--- src/rtl/mem_arb_pkg.sv ---
// Shared types and constants for the unified-memory port arbiter.
package mem_arb_pkg;

    typedef enum logic [1:0] {
        IDLE,
        ISSUE,
        WAIT,
        RESP
    } arb_state_t;

    typedef enum logic {
        OWN_CPU,
        OWN_EXT
    } arb_owner_t;

    localparam int unsigned MEM_LAT_MIN = 1;

endpackage

--- src/rtl/mem_arb_if.sv ---
// CPU, external-port and memory-side signal bundle of mem_port_arbiter.
interface mem_arb_if
    import mem_arb_pkg::*;
#(
    parameter int unsigned AW = 32,
    parameter int unsigned DW = 32
);
    logic          cpu_req;
    logic          cpu_we;
    logic [AW-1:0] cpu_addr;
    logic [DW-1:0] cpu_wdata;
    logic [DW-1:0] cpu_rdata;
    logic          cpu_ack;
    logic          cpu_stall;

    logic          ext_req;
    logic          ext_we;
    logic [AW-1:0] ext_addr;
    logic [DW-1:0] ext_wdata;
    logic [DW-1:0] ext_rdata;
    logic          ext_ack;

    logic          mem_en;
    logic          mem_we;
    logic [AW-1:0] mem_addr;
    logic [DW-1:0] mem_wdata;
    logic [DW-1:0] mem_rdata;

    modport slave (
        input  cpu_req, cpu_we, cpu_addr, cpu_wdata,
        output cpu_rdata, cpu_ack, cpu_stall,
        input  ext_req, ext_we, ext_addr, ext_wdata,
        output ext_rdata, ext_ack,
        output mem_en, mem_we, mem_addr, mem_wdata,
        input  mem_rdata
    );

    modport master (
        output cpu_req, cpu_we, cpu_addr, cpu_wdata,
        input  cpu_rdata, cpu_ack, cpu_stall,
        output ext_req, ext_we, ext_addr, ext_wdata,
        input  ext_rdata, ext_ack,
        input  mem_en, mem_we, mem_addr, mem_wdata,
        output mem_rdata
    );

endinterface

--- src/rtl/mem_arb_lat_cnt.sv ---
// Loadable down-counter timing the fixed memory latency; last flags count==1.
module mem_arb_lat_cnt
    import mem_arb_pkg::*;
#(
    parameter int unsigned MEM_LAT = 1,
    localparam int unsigned W = $clog2(MEM_LAT + 1)
) (
    input  logic clk,
    input  logic rst,
    input  logic load,
    input  logic dec,
    output logic last
);

    logic [W-1:0] count;

    always_ff @(posedge clk) begin
        if (rst) begin
            count <= '0;
        end else if (load) begin
            count <= W'(MEM_LAT);
        end else if (dec && (count != '0)) begin
            count <= count - W'(1);
        end
    end

    assign last = (count == W'(1));

endmodule

--- src/rtl/mem_port_arbiter.sv ---
// Serialises CPU and external-port accesses onto one fixed-latency memory.
// Define MEM_ARB_RR_EN for round-robin arbitration; default is fixed CPU priority.
module mem_port_arbiter
    import mem_arb_pkg::*;
#(
    parameter int unsigned AW      = 32,
    parameter int unsigned DW      = 32,
    parameter int unsigned MEM_LAT = 1
) (
    input  logic clk,
    input  logic rst,
    mem_arb_if.slave bus
);

    if (MEM_LAT < MEM_LAT_MIN) begin : g_bad_lat
        $error("mem_port_arbiter: MEM_LAT must be >= 1");
    end

    arb_state_t    state;
    arb_owner_t    owner;
    arb_owner_t    winner;
    logic          req_we;
    logic [AW-1:0] req_addr;
    logic [DW-1:0] req_wdata;
    logic          mem_en_q;
    logic          cpu_ack_q;
    logic          ext_ack_q;
    logic [DW-1:0] cpu_rdata_q;
    logic [DW-1:0] ext_rdata_q;
    logic          cnt_last;

`ifdef MEM_ARB_RR_EN
    arb_owner_t last_owner;

    // Reset to OWN_EXT so the CPU wins the first contended arbitration.
    always_ff @(posedge clk) begin
        if (rst) begin
            last_owner <= OWN_EXT;
        end else if (state == ISSUE) begin
            last_owner <= owner;
        end
    end

    always_comb begin
        winner = OWN_CPU;
        if (bus.cpu_req && bus.ext_req) begin
            winner = (last_owner == OWN_CPU) ? OWN_EXT : OWN_CPU;
        end else if (!bus.cpu_req) begin
            winner = OWN_EXT;
        end
    end
`else
    always_comb begin
        winner = bus.cpu_req ? OWN_CPU : OWN_EXT;
    end
`endif

    mem_arb_lat_cnt #(
        .MEM_LAT(MEM_LAT)
    ) u_lat_cnt (
        .clk (clk),
        .rst (rst),
        .load(state == ISSUE),
        .dec (state == WAIT),
        .last(cnt_last)
    );

    always_ff @(posedge clk) begin
        if (rst) begin
            state       <= IDLE;
            owner       <= OWN_CPU;
            req_we      <= 1'b0;
            req_addr    <= '0;
            req_wdata   <= '0;
            mem_en_q    <= 1'b0;
            cpu_ack_q   <= 1'b0;
            ext_ack_q   <= 1'b0;
            cpu_rdata_q <= '0;
            ext_rdata_q <= '0;
        end else begin
            mem_en_q  <= 1'b0;
            cpu_ack_q <= 1'b0;
            ext_ack_q <= 1'b0;
            unique case (state)
                IDLE: begin
                    if (bus.cpu_req || bus.ext_req) begin
                        owner     <= winner;
                        req_we    <= (winner == OWN_CPU) ? bus.cpu_we    : bus.ext_we;
                        req_addr  <= (winner == OWN_CPU) ? bus.cpu_addr  : bus.ext_addr;
                        req_wdata <= (winner == OWN_CPU) ? bus.cpu_wdata : bus.ext_wdata;
                        mem_en_q  <= 1'b1;
                        state     <= ISSUE;
                    end
                end
                ISSUE: begin
                    state <= WAIT;
                end
                WAIT: begin
                    // Read data and ack are registered here so both appear in RESP.
                    if (cnt_last) begin
                        if (owner == OWN_CPU) begin
                            cpu_ack_q <= 1'b1;
                            if (!req_we) cpu_rdata_q <= bus.mem_rdata;
                        end else begin
                            ext_ack_q <= 1'b1;
                            if (!req_we) ext_rdata_q <= bus.mem_rdata;
                        end
                        state <= RESP;
                    end
                end
                RESP: begin
                    state <= IDLE;
                end
                default: begin
                    state <= IDLE;
                end
            endcase
        end
    end

    assign bus.mem_en    = mem_en_q;
    assign bus.mem_we    = req_we;
    assign bus.mem_addr  = req_addr;
    assign bus.mem_wdata = req_wdata;
    assign bus.cpu_ack   = cpu_ack_q;
    assign bus.ext_ack   = ext_ack_q;
    assign bus.cpu_rdata = cpu_rdata_q;
    assign bus.ext_rdata = ext_rdata_q;
    assign bus.cpu_stall = bus.cpu_req & ~cpu_ack_q;

endmodule

--- src/flat_wrapper.sv ---
// flat-port wrapper written by rule: the top's interface ports become plain ports
module mem_port_arbiter_flat import mem_arb_pkg::*;
#(
    parameter int unsigned AW      = 32,
    parameter int unsigned DW      = 32,
    parameter int unsigned MEM_LAT = 1
)
  (clk, rst, bus_cpu_req, bus_cpu_we, bus_cpu_addr, bus_cpu_wdata, bus_cpu_rdata, bus_cpu_ack, bus_cpu_stall, bus_ext_req, bus_ext_we, bus_ext_addr, bus_ext_wdata, bus_ext_rdata, bus_ext_ack, bus_mem_en, bus_mem_we, bus_mem_addr, bus_mem_wdata, bus_mem_rdata);
  mem_arb_if #(.AW(AW), .DW(DW)) bus_i ();
  input  logic clk;
  input  logic rst;
  input wire logic [$bits(bus_i.cpu_req)-1:0] bus_cpu_req;
  input wire logic [$bits(bus_i.cpu_we)-1:0] bus_cpu_we;
  input wire logic [$bits(bus_i.cpu_addr)-1:0] bus_cpu_addr;
  input wire logic [$bits(bus_i.cpu_wdata)-1:0] bus_cpu_wdata;
  output wire logic [$bits(bus_i.cpu_rdata)-1:0] bus_cpu_rdata;
  output wire logic [$bits(bus_i.cpu_ack)-1:0] bus_cpu_ack;
  output wire logic [$bits(bus_i.cpu_stall)-1:0] bus_cpu_stall;
  input wire logic [$bits(bus_i.ext_req)-1:0] bus_ext_req;
  input wire logic [$bits(bus_i.ext_we)-1:0] bus_ext_we;
  input wire logic [$bits(bus_i.ext_addr)-1:0] bus_ext_addr;
  input wire logic [$bits(bus_i.ext_wdata)-1:0] bus_ext_wdata;
  output wire logic [$bits(bus_i.ext_rdata)-1:0] bus_ext_rdata;
  output wire logic [$bits(bus_i.ext_ack)-1:0] bus_ext_ack;
  output wire logic [$bits(bus_i.mem_en)-1:0] bus_mem_en;
  output wire logic [$bits(bus_i.mem_we)-1:0] bus_mem_we;
  output wire logic [$bits(bus_i.mem_addr)-1:0] bus_mem_addr;
  output wire logic [$bits(bus_i.mem_wdata)-1:0] bus_mem_wdata;
  input wire logic [$bits(bus_i.mem_rdata)-1:0] bus_mem_rdata;
  assign bus_i.cpu_req = bus_cpu_req;
  assign bus_i.cpu_we = bus_cpu_we;
  assign bus_i.cpu_addr = bus_cpu_addr;
  assign bus_i.cpu_wdata = bus_cpu_wdata;
  assign bus_cpu_rdata = bus_i.cpu_rdata;
  assign bus_cpu_ack = bus_i.cpu_ack;
  assign bus_cpu_stall = bus_i.cpu_stall;
  assign bus_i.ext_req = bus_ext_req;
  assign bus_i.ext_we = bus_ext_we;
  assign bus_i.ext_addr = bus_ext_addr;
  assign bus_i.ext_wdata = bus_ext_wdata;
  assign bus_ext_rdata = bus_i.ext_rdata;
  assign bus_ext_ack = bus_i.ext_ack;
  assign bus_mem_en = bus_i.mem_en;
  assign bus_mem_we = bus_i.mem_we;
  assign bus_mem_addr = bus_i.mem_addr;
  assign bus_mem_wdata = bus_i.mem_wdata;
  assign bus_i.mem_rdata = bus_mem_rdata;
  mem_port_arbiter #(.AW(AW), .DW(DW), .MEM_LAT(MEM_LAT)) u_core (.clk(clk), .rst(rst), .bus(bus_i));
endmodule
--- config.mk ---
export PLATFORM = sky130hd
export DESIGN_NAME = mem_port_arbiter_flat
export DESIGN_NICKNAME = d
export VERILOG_FILES = /design/src/rtl/mem_arb_pkg.sv /design/src/rtl/mem_arb_if.sv /design/src/rtl/mem_arb_lat_cnt.sv /design/src/rtl/mem_port_arbiter.sv /design/src/flat_wrapper.sv
export SDC_FILE = /design/constraint.sdc
export NUM_CORES = 1
export LEC_CHECK = 0
export CORE_AREA = 10 10 132 134
export CTS_CLUSTER_SIZE = 28
export DETAILED_ROUTE_END_ITERATION = 10
export DIE_AREA = 0 0 142 144
export PLACE_DENSITY = 0.83
export SYNTH_ARGS = -nofsm -noshare
export SYNTH_HDL_FRONTEND = slang
export SYNTH_HIERARCHICAL = 1
export SYNTH_SLANG_ARGS = --single-unit
--- constraint.sdc ---
create_clock -name clk -period 2 [get_ports clk]
set_input_delay 0.4 -clock clk [delete_from_list [all_inputs] [get_ports clk]]
set_output_delay 0.4 -clock clk [all_outputs]
set_load 0.01 [all_outputs]
# After elaboration in Yosys (flattened, before gate mapping)
# Index checks and enable logic that the tools add are counted.
[classes]
add_sub_neg = 1
eq_ne = 5
mux = 12
bitwise = 7
n_reduce_logical = 10
[ops]
columns = ["cell", "count"]
rows = [
  ["32-bit two-way mux", 2],
  ["2-bit one-hot mux with 4 select lines", 1],
  ["4-bit AND reduction", 2],
  ["1-bit two-way mux", 7],
  ["1-bit NOT", 6],
  ["2-bit equality test (second input constant)", 2],
  ["2-bit two-way mux", 2],
  ["2-bit by 1-bit inequality test with 1-bit output (second input constant)", 2],
  ["2-bit AND reduction", 2],
  ["3-bit OR reduction", 1],
  ["2-bit by 1-bit equality test with 1-bit output (second input constant)", 1],
  ["2-bit logical NOT", 1],
  ["2-bit nonzero test", 1],
  ["2-bit OR reduction", 1],
  ["1-bit AND", 1],
  ["1-bit logical AND", 1],
  ["1-bit logical OR", 1],
  ["1-bit subtractor (second input constant)", 1],
]
[totals]
regBits = 136
inputBits = 166
output_inout_bits = 133
word_cells = 46

# Depth between registers and ports, before layout
# Gate-level depths: netlist of the first run.
[depth]
word_depth = 4
mapped_depth = 8
depth_no_buf = 5

# Modules after synthesis
# Netlist of the first run, hierarchy kept.
[modules_own_cells]
columns = ["module", "n_inst", "cells_each", "area_each_um2", "seq_area_each_um2"]
rows = [
  ["mem_port_arbiter", 1, 604, 5745.5, 2702.6],
  ["mem_arb_lat_cnt", 1, 4, 38.8, 20.0],
]

# Least setup slack after synthesis of the first run
# Ideal clock, no wire load.
[synth_path]
path_type = "in2out"
from = "input port bus_cpu_req"
to = "output port bus_cpu_stall"
t_arrival_ns = 1.090
required_time_ns = 1.600
path_slack_ns = 0.510
path_stages = 4
path_buffers = 3
path_cell_list = "buf_2 buf_6 buf_4 nor2b_1"
[synth_via]
elab_chain_cells = 1
[synth_rtl]
columns = ["element", "line", "source"]
rows = [
  ["start, declared", "flat_wrapper.sv:12", "input wire logic [$bits(bus_i.cpu_req)-1:0] bus_cpu_req;"],
  ["1-bit AND", "mem_port_arbiter.sv:129", "assign bus.cpu_stall = bus.cpu_req & ~cpu_ack_q;"],
  ["end, declared", "flat_wrapper.sv:18", "output wire logic [$bits(bus_i.cpu_stall)-1:0] bus_cpu_stall;"],
]
# No other way between the ends.

# Final worst setup path of the first run
[layout_path]
from = "register u_core.cpu_ack_q (netlist: u_core/bus.cpu_ack)"
to = "output port bus_cpu_stall"
[layout_via]
elab_chain_cells = 2
[layout_rtl]
columns = ["element", "line", "source"]
rows = [
  ["start, declared", "mem_port_arbiter.sv:26", "logic cpu_ack_q;"],
  ["start signal, assigned", "mem_port_arbiter.sv:76", "cpu_ack_q <= 1'b0;"],
  ["start signal, assigned", "mem_port_arbiter.sv:82", "cpu_ack_q <= 1'b0;"],
  ["start signal, assigned", "mem_port_arbiter.sv:102", "cpu_ack_q <= 1'b1;"],
  ["1-bit NOT", "mem_port_arbiter.sv:129", ""],
  ["1-bit AND", "mem_port_arbiter.sv:129", ""],
]
# No other way between the ends.

==> results of run 1 <==
-- critical path, stage by stage, from the launching register on --
cell             delay [ps]
dfxtp_1                 310
nor2b_1                 150
clkdlybuf4s50_1         590
-- cells in the mapped netlist (4+ instances only) --
cell type,count,area share [%]
dfxtp_1,136,47
nand2_1,129,8.4
nor2_1,66,4.3
a211oi_2,65,14
a21oi_1,65,5.6
mux2i_1,65,11
clkbuf_1,20,1.3
buf_2,17,1.5
buf_6,9,1.8
buf_4,6,0.78
ha_1,5,1.1
nor2b_1,5,0.54
inv_1,4,0.26
-- path summary, 6_finish.rpt --
path / startpoint / to / slack (ps)
max: u_core/bus.cpu_ack / bus_cpu_stall / 140
min: bus_cpu_req / u_core/owner / 250
max reg2reg: u_core/state[0] / u_core/bus.cpu_rdata[9] / 370
min reg2reg: u_core/bus.cpu_rdata[3] / u_core/bus.cpu_rdata[3] / 450
-- per-layer routing --
metal	up-vias	global-route usage, %	routed length, um
met1	2470	19.3	7670
met5	-	0	0
met4	0	5.59	298
met3	19	5.94	1260
met2	185	33.2	10500
li1	2646	-	-
-- registers in the layout, summed over array words and instances, names as in the netlist --
register and flops:
u_core/bus.mem_we 1, u_core/bus.cpu_rdata 32, u_core/bus.mem_addr 32, u_core/u_lat_cnt/last 1, u_core/state 2, u_core/bus.mem_en 1
u_core/bus.cpu_ack 1, u_core/bus.mem_wdata 32, u_core/owner 1, u_core/bus.ext_ack 1, u_core/bus.ext_rdata 32
-- per-stage QoR --
stage	instance area [um2]	power, mW
2_1_floorplan	5780	5.57
3_3_place_gp	8920	7.10
3_5_place_dp	8920	7.19
4_1_cts	9530	10.4
5_1_grt	9530	10.8
6_report	9530	10.3
-- cell families after synthesis --
group	count (synthesis)	share of synthesized area (%)
DFF	136	47.1
and+or+nand+nor	208	14.3
muxes	65	11.2
adders and majority gates	5	1.08
buffers and inverters	57	5.69
AOI/OAI and AO/OA	137	20.6
-- cell type report --
type	count	area share, %
Clock buffer	20	4.90
Clock inverter	10	1.50
Inverter	4	0.158
Multi-Input combinational cell	415	28.9
Sequential cell	136	28.6
Tap cell	188	2.47
Timing Repair Buffer	313	33.5
-- report_power, final --
part           switching (mW)  internal [mW]  total, mW
Clock                    1.13           2.05       3.19
Sequential              0.267           3.20       3.47
Combinational            1.76           1.87       3.63
==> results.json, run 1 <==
{
  "cts_max_level": 4,
  "yosys_warnings": 6,
  "tns_ps": 0,
  "multi_input_area_mm2": 0.00276,
  "numCtsBuffers": 17,
  "antenna_found_initial": 0,
  "cp-start-kind": "flip-flop",
  "fin_ws_ps": 138,
  "hpwl_um": 15000,
  "slew_viol_final": 0,
  "gr-total-overflow": 0,
  "power_density_mw_per_mm2": 1080,
  "cts_tree": "built",
  "antenna_cells": 0,
  "viasPerCell": 4.90,
  "synth_edf_count": 0,
  "syn_to_final_growth_pct": 64.8,
  "gp_congestion": 0.781,
  "min_period_over_period_pct": 93.1,
  "ys_types": 26,
  "fmax_ghz": 0.537,
  "hold_viol_final": 0,
  "drc_errors": 0,
  "cts_hold_buf": 0,
  "clockRootBuffer": "clkbuf_16",
  "dp.cells": 1056,
  "synthesis.nets": 779,
  "worst_pin_slew_ps": 468,
  "grt_max_degree": 53,
  "drtIter0Drc": 306,
  "crit_path_max_fanout": 2,
  "cp-end-kind": "output pin",
  "cts.sink_count": 136,
  "synthCells": 608,
  "cts_setup_buffers": 0,
  "seqCellArea_mm2": 0.00272,
  "firstDrtPassIters": 5,
  "final_cells": 1086,
  "post-place-ws_ps": 202,
  "clk_path_buf_depth": 2,
  "rsz0062_at_grt": "false",
  "critPathRequiredTime_ps": 1600,
  "fin_skew_ps": 7.52,
  "whs_path_depth": 2,
  "async_reset_ff_share_pct": 0,
  "insertion_delay_ps": 420,
  "period_needed_ps": 1860,
  "layout_common_cells": "clkdlybuf4s50_1, dfxtp_1, nand2_1, nor2_1",
  "post_cts_resized": 1,
  "path_clk_slew_ps": 60,
  "core_area_mm2": 0.0149,
  "max-cap-violations": 0,
  "ioPinCount": 299,
  "drive_gt1_share_pct": 12.9,
  "portBuffers": 298,
  "slew_headroom_pct": 68.8,
  "synth.avg_cell_area_um2": 9.51,
  "layout_commonest_cell": "clkdlybuf4s50_1",
  "wl_per_cell_um": 18.1,
  "dieHeight_um": 144,
  "vias": 5320,
  "ir_drop_mv": 0.502,
  "nets": 1058,
  "fillers": 1229,
  "fp.dieArea_mm2": 0.0204,
  "grt_pass1_wl_um": 29400,
  "synth-seq-cells": 136,
  "grt_pass1_vias": 5345,
  "grt_util_all_layers_pct": 18.2,
  "rows": 45,
  "ant_nets": 0,
  "p_leak_nw": 3.50,
  "utilization_pct": 64.1,
  "die_w_um": 142,
  "finalSetupViolations": 0,
  "start_util_pct": 38.9,
  "outcome": "completed",
  "synth_area_mm2": 0.00578,
  "reg2reg_depth": 6,
  "synth_ff_type": "dfxtp_1",
  "min_path_type": "in2reg",
  "crit_type": "reg2out",
  "routed_wirelength_um": 19700,
  "crit_arrival_ps": 1460,
  "yosysSeqAreaShare_pct": 47.1,
  "holdWs_ps": 253
}
Note: power is estimated with default switching activity, not from simulation.
==> run 2: changes to the inputs <==
clock period = 1.9 ns   (was 2 ns; I/O delays follow)
==> run 2 against run 1 <==
Power rose by 3.1%. Register-to-register slack got worse by 130 ps. Setup slack got worse by 68 ps. Count of clock-buffer cells in the layout did not move.
==> results.json, run 2 (synthesized netlist as in run 1, its figures left out) <==
{
  "gr-total-overflow": 0,
  "power_density_mw_per_mm2": 1110,
  "numCtsBuffers": 17,
  "cp-start-kind": "flip-flop",
  "insertion_delay_ps": 420,
  "cp-end-kind": "output pin",
  "slew_headroom_pct": 69.3,
  "crit_path_max_fanout": 2,
  "vias": 5356,
  "layout_common_cells": "clkdlybuf4s50_1, dfxtp_1, nand2_1, nor2_1",
  "cp_cell_sequence": "nor2b_1, clkdlybuf4s50_1",
  "drive_gt1_share_pct": 12.9,
  "slew_viol_final": 0,
  "firstDrtPassIters": 4,
  "wl_per_cell_um": 18.2,
  "dpl_cell_area_mm2": 0.00895,
  "use_met3_pct": 6.40,
  "cpPeakStageDelay_ps": 590,
  "hold_viol_final": 0,
  "tns_ps": 0,
  "post_cts_resized": 0,
  "hold_path_end": "u_core/u_lat_cnt/last",
  "whs_path_depth": 2,
  "slowest_stage": "clkdlybuf4s50_1",
  "met2_usage_pct": 32.8,
  "cts.sink_count": 136,
  "start_util_pct": 38.9,
  "fp.dieArea_mm2": 0.0204,
  "core_area_mm2": 0.0149,
  "grt_busiest_layer": "met2",
  "fmax_ghz": 0.546,
  "path_clk_slew_ps": 60,
  "cts_tree": "built",
  "portBuffers": 298,
  "min_path_type": "in2reg",
  "crit_arrival_ps": 1450,
  "antenna_cells": 0,
  "r2r-end": "u_core/bus.cpu_rdata[8]",
  "grt_max_degree": 56,
  "cts_max_level": 4,
  "r2r_slack_ps": 240,
  "cts_setup_buffers": 0,
  "layout_commonest_cell": "clkdlybuf4s50_1",
  "ir_drop_mv": 0.747,
  "routed_wirelength_um": 19800,
  "nets": 1060,
  "clockRootBuffer": "clkbuf_16",
  "fillers": 1187,
  "antenna_found_initial": 0,
  "ioPinCount": 299,
  "outcome": "completed",
  "critPathRequiredTime_ps": 1520,
  "gr-usage-met1_pct": 19.4,
  "min_period_over_period_pct": 96.3,
  "grt_pass1_vias": 5247,
  "finalSetupViolations": 0,
  "worst_pin_slew_ps": 460,
  "drtIter0Drc": 246,
  "grt_util_all_layers_pct": 18.3,
  "viasPerCell": 4.92,
  "path_delay_family": "buffers and inverters",
  "ant_nets": 0,
  "die_w_um": 142,
  "fin_skew_ps": 6.96,
  "cp_num_buf_inv": 1,
  "hpwl_um": 15100,
  "p_leak_nw": 3.49,
  "period_needed_ps": 1830,
  "cts_hold_buf": 0,
  "reg2reg_depth": 6,
  "grt_pass1_wl_um": 29600,
  "crit_type": "reg2out",
  "hp-start": "rst",
  "syn_to_final_growth_pct": 64.6,
  "rsz0062_at_grt": "false",
  "gp_congestion": 0.791,
  "dieHeight_um": 144,
  "max-cap-violations": 0,
  "rows": 45,
  "r2r_start": "u_core/state[0]",
  "clk_path_buf_depth": 2,
  "final_cell_area_mm2": 0.00952,
  "drc_errors": 0
}
-- run 2: changes by cell type in the layout (fill, tap and decap cells not counted) --
cell,change
clkbuf_1,+2
clkbuf_8,-2
clkinvlp_4,+2
buf_12,+1
buf_4,+1
bufinv_16,-1
clkinv_2,+1
dfxtp_1,+1
dfxtp_2,-1
inv_6,-1
-- run 2: layout make-up --
class | instances | area, um2 | area share [%]
timing repair buffer | 315 | 3220 | 33.8
inverter | 4 | 15.0 | 0.158
tap | 188 | 235 | 2.47
multi-input combinational | 415 | 2760 | 28.9
clock buffer | 20 | 447 | 4.69
sequential | 136 | 2720 | 28.6
clock inverter | 11 | 124 | 1.30
-- run 2: stage by stage --
step | setup slack (ps) | std cells | total power [mW] | utilization, % | hold slack [ps]
after detailed placement | 109 | 1058 | 7.50 | 60.2 | 446
after global routing | 5.69 | 1089 | 11.2 | 64.0 | 390
final | 70.2 | 1089 | 10.6 | 64.0 | 379
after CTS | 48.3 | 1089 | 10.7 | 64.0 | 358
after global placement | 169 | 1058 | 7.40 | 60.2 | 440
after floorplan | 450 | 608 | 5.86 | - | 442
-- run 2: worst reg2reg max path, delay by kind of cell (launching register included) --
| family | cells | cell delay [ps] |
|---|---|---|
| AND/OR/NAND/NOR | 2 | 480 |
| adder cells (fa/ha/maj) | 1 | 280 |
| AO/OA/AOI/OAI | 1 | 150 |
| buffers and inverters | 2 | 370 |
| flip-flops | 1 | 320 |
-- run 2: how the worst max path moves through the flow --
| stage | startpoint | endpoint | cells after the start | slack, ps |
|---|---|---|---|---|
| finish | u_core/bus.cpu_ack | bus_cpu_stall | 2 | 70 |
| global route | u_core/bus.cpu_ack | bus_cpu_stall | 2 | 6 |
| CTS | u_core/bus.cpu_ack | bus_cpu_stall | 2 | 50 |
| detailed placement | bus_ext_req | u_core/bus.mem_wdata[15] | 5 | 110 |
| global placement | bus_ext_req | u_core/bus.mem_wdata[19] | 5 | 170 |
| floorplan | bus_cpu_req | bus_cpu_stall | 4 | 450 |
-- run 2: where the power goes --
group          internal (mW)  leakage, nW  total, mW  switching, mW
registers               3.37         1.11       3.65          0.279
clock network           1.96        0.272       3.19           1.23
logic                   1.92         2.11       3.77           1.85
-- run 2: per-layer routing --
layer,up-vias,wire length (um)
li1,2653,-
met1,2495,7580
met2,181,10400
met3,27,1340
met4,0,459
met5,-,0
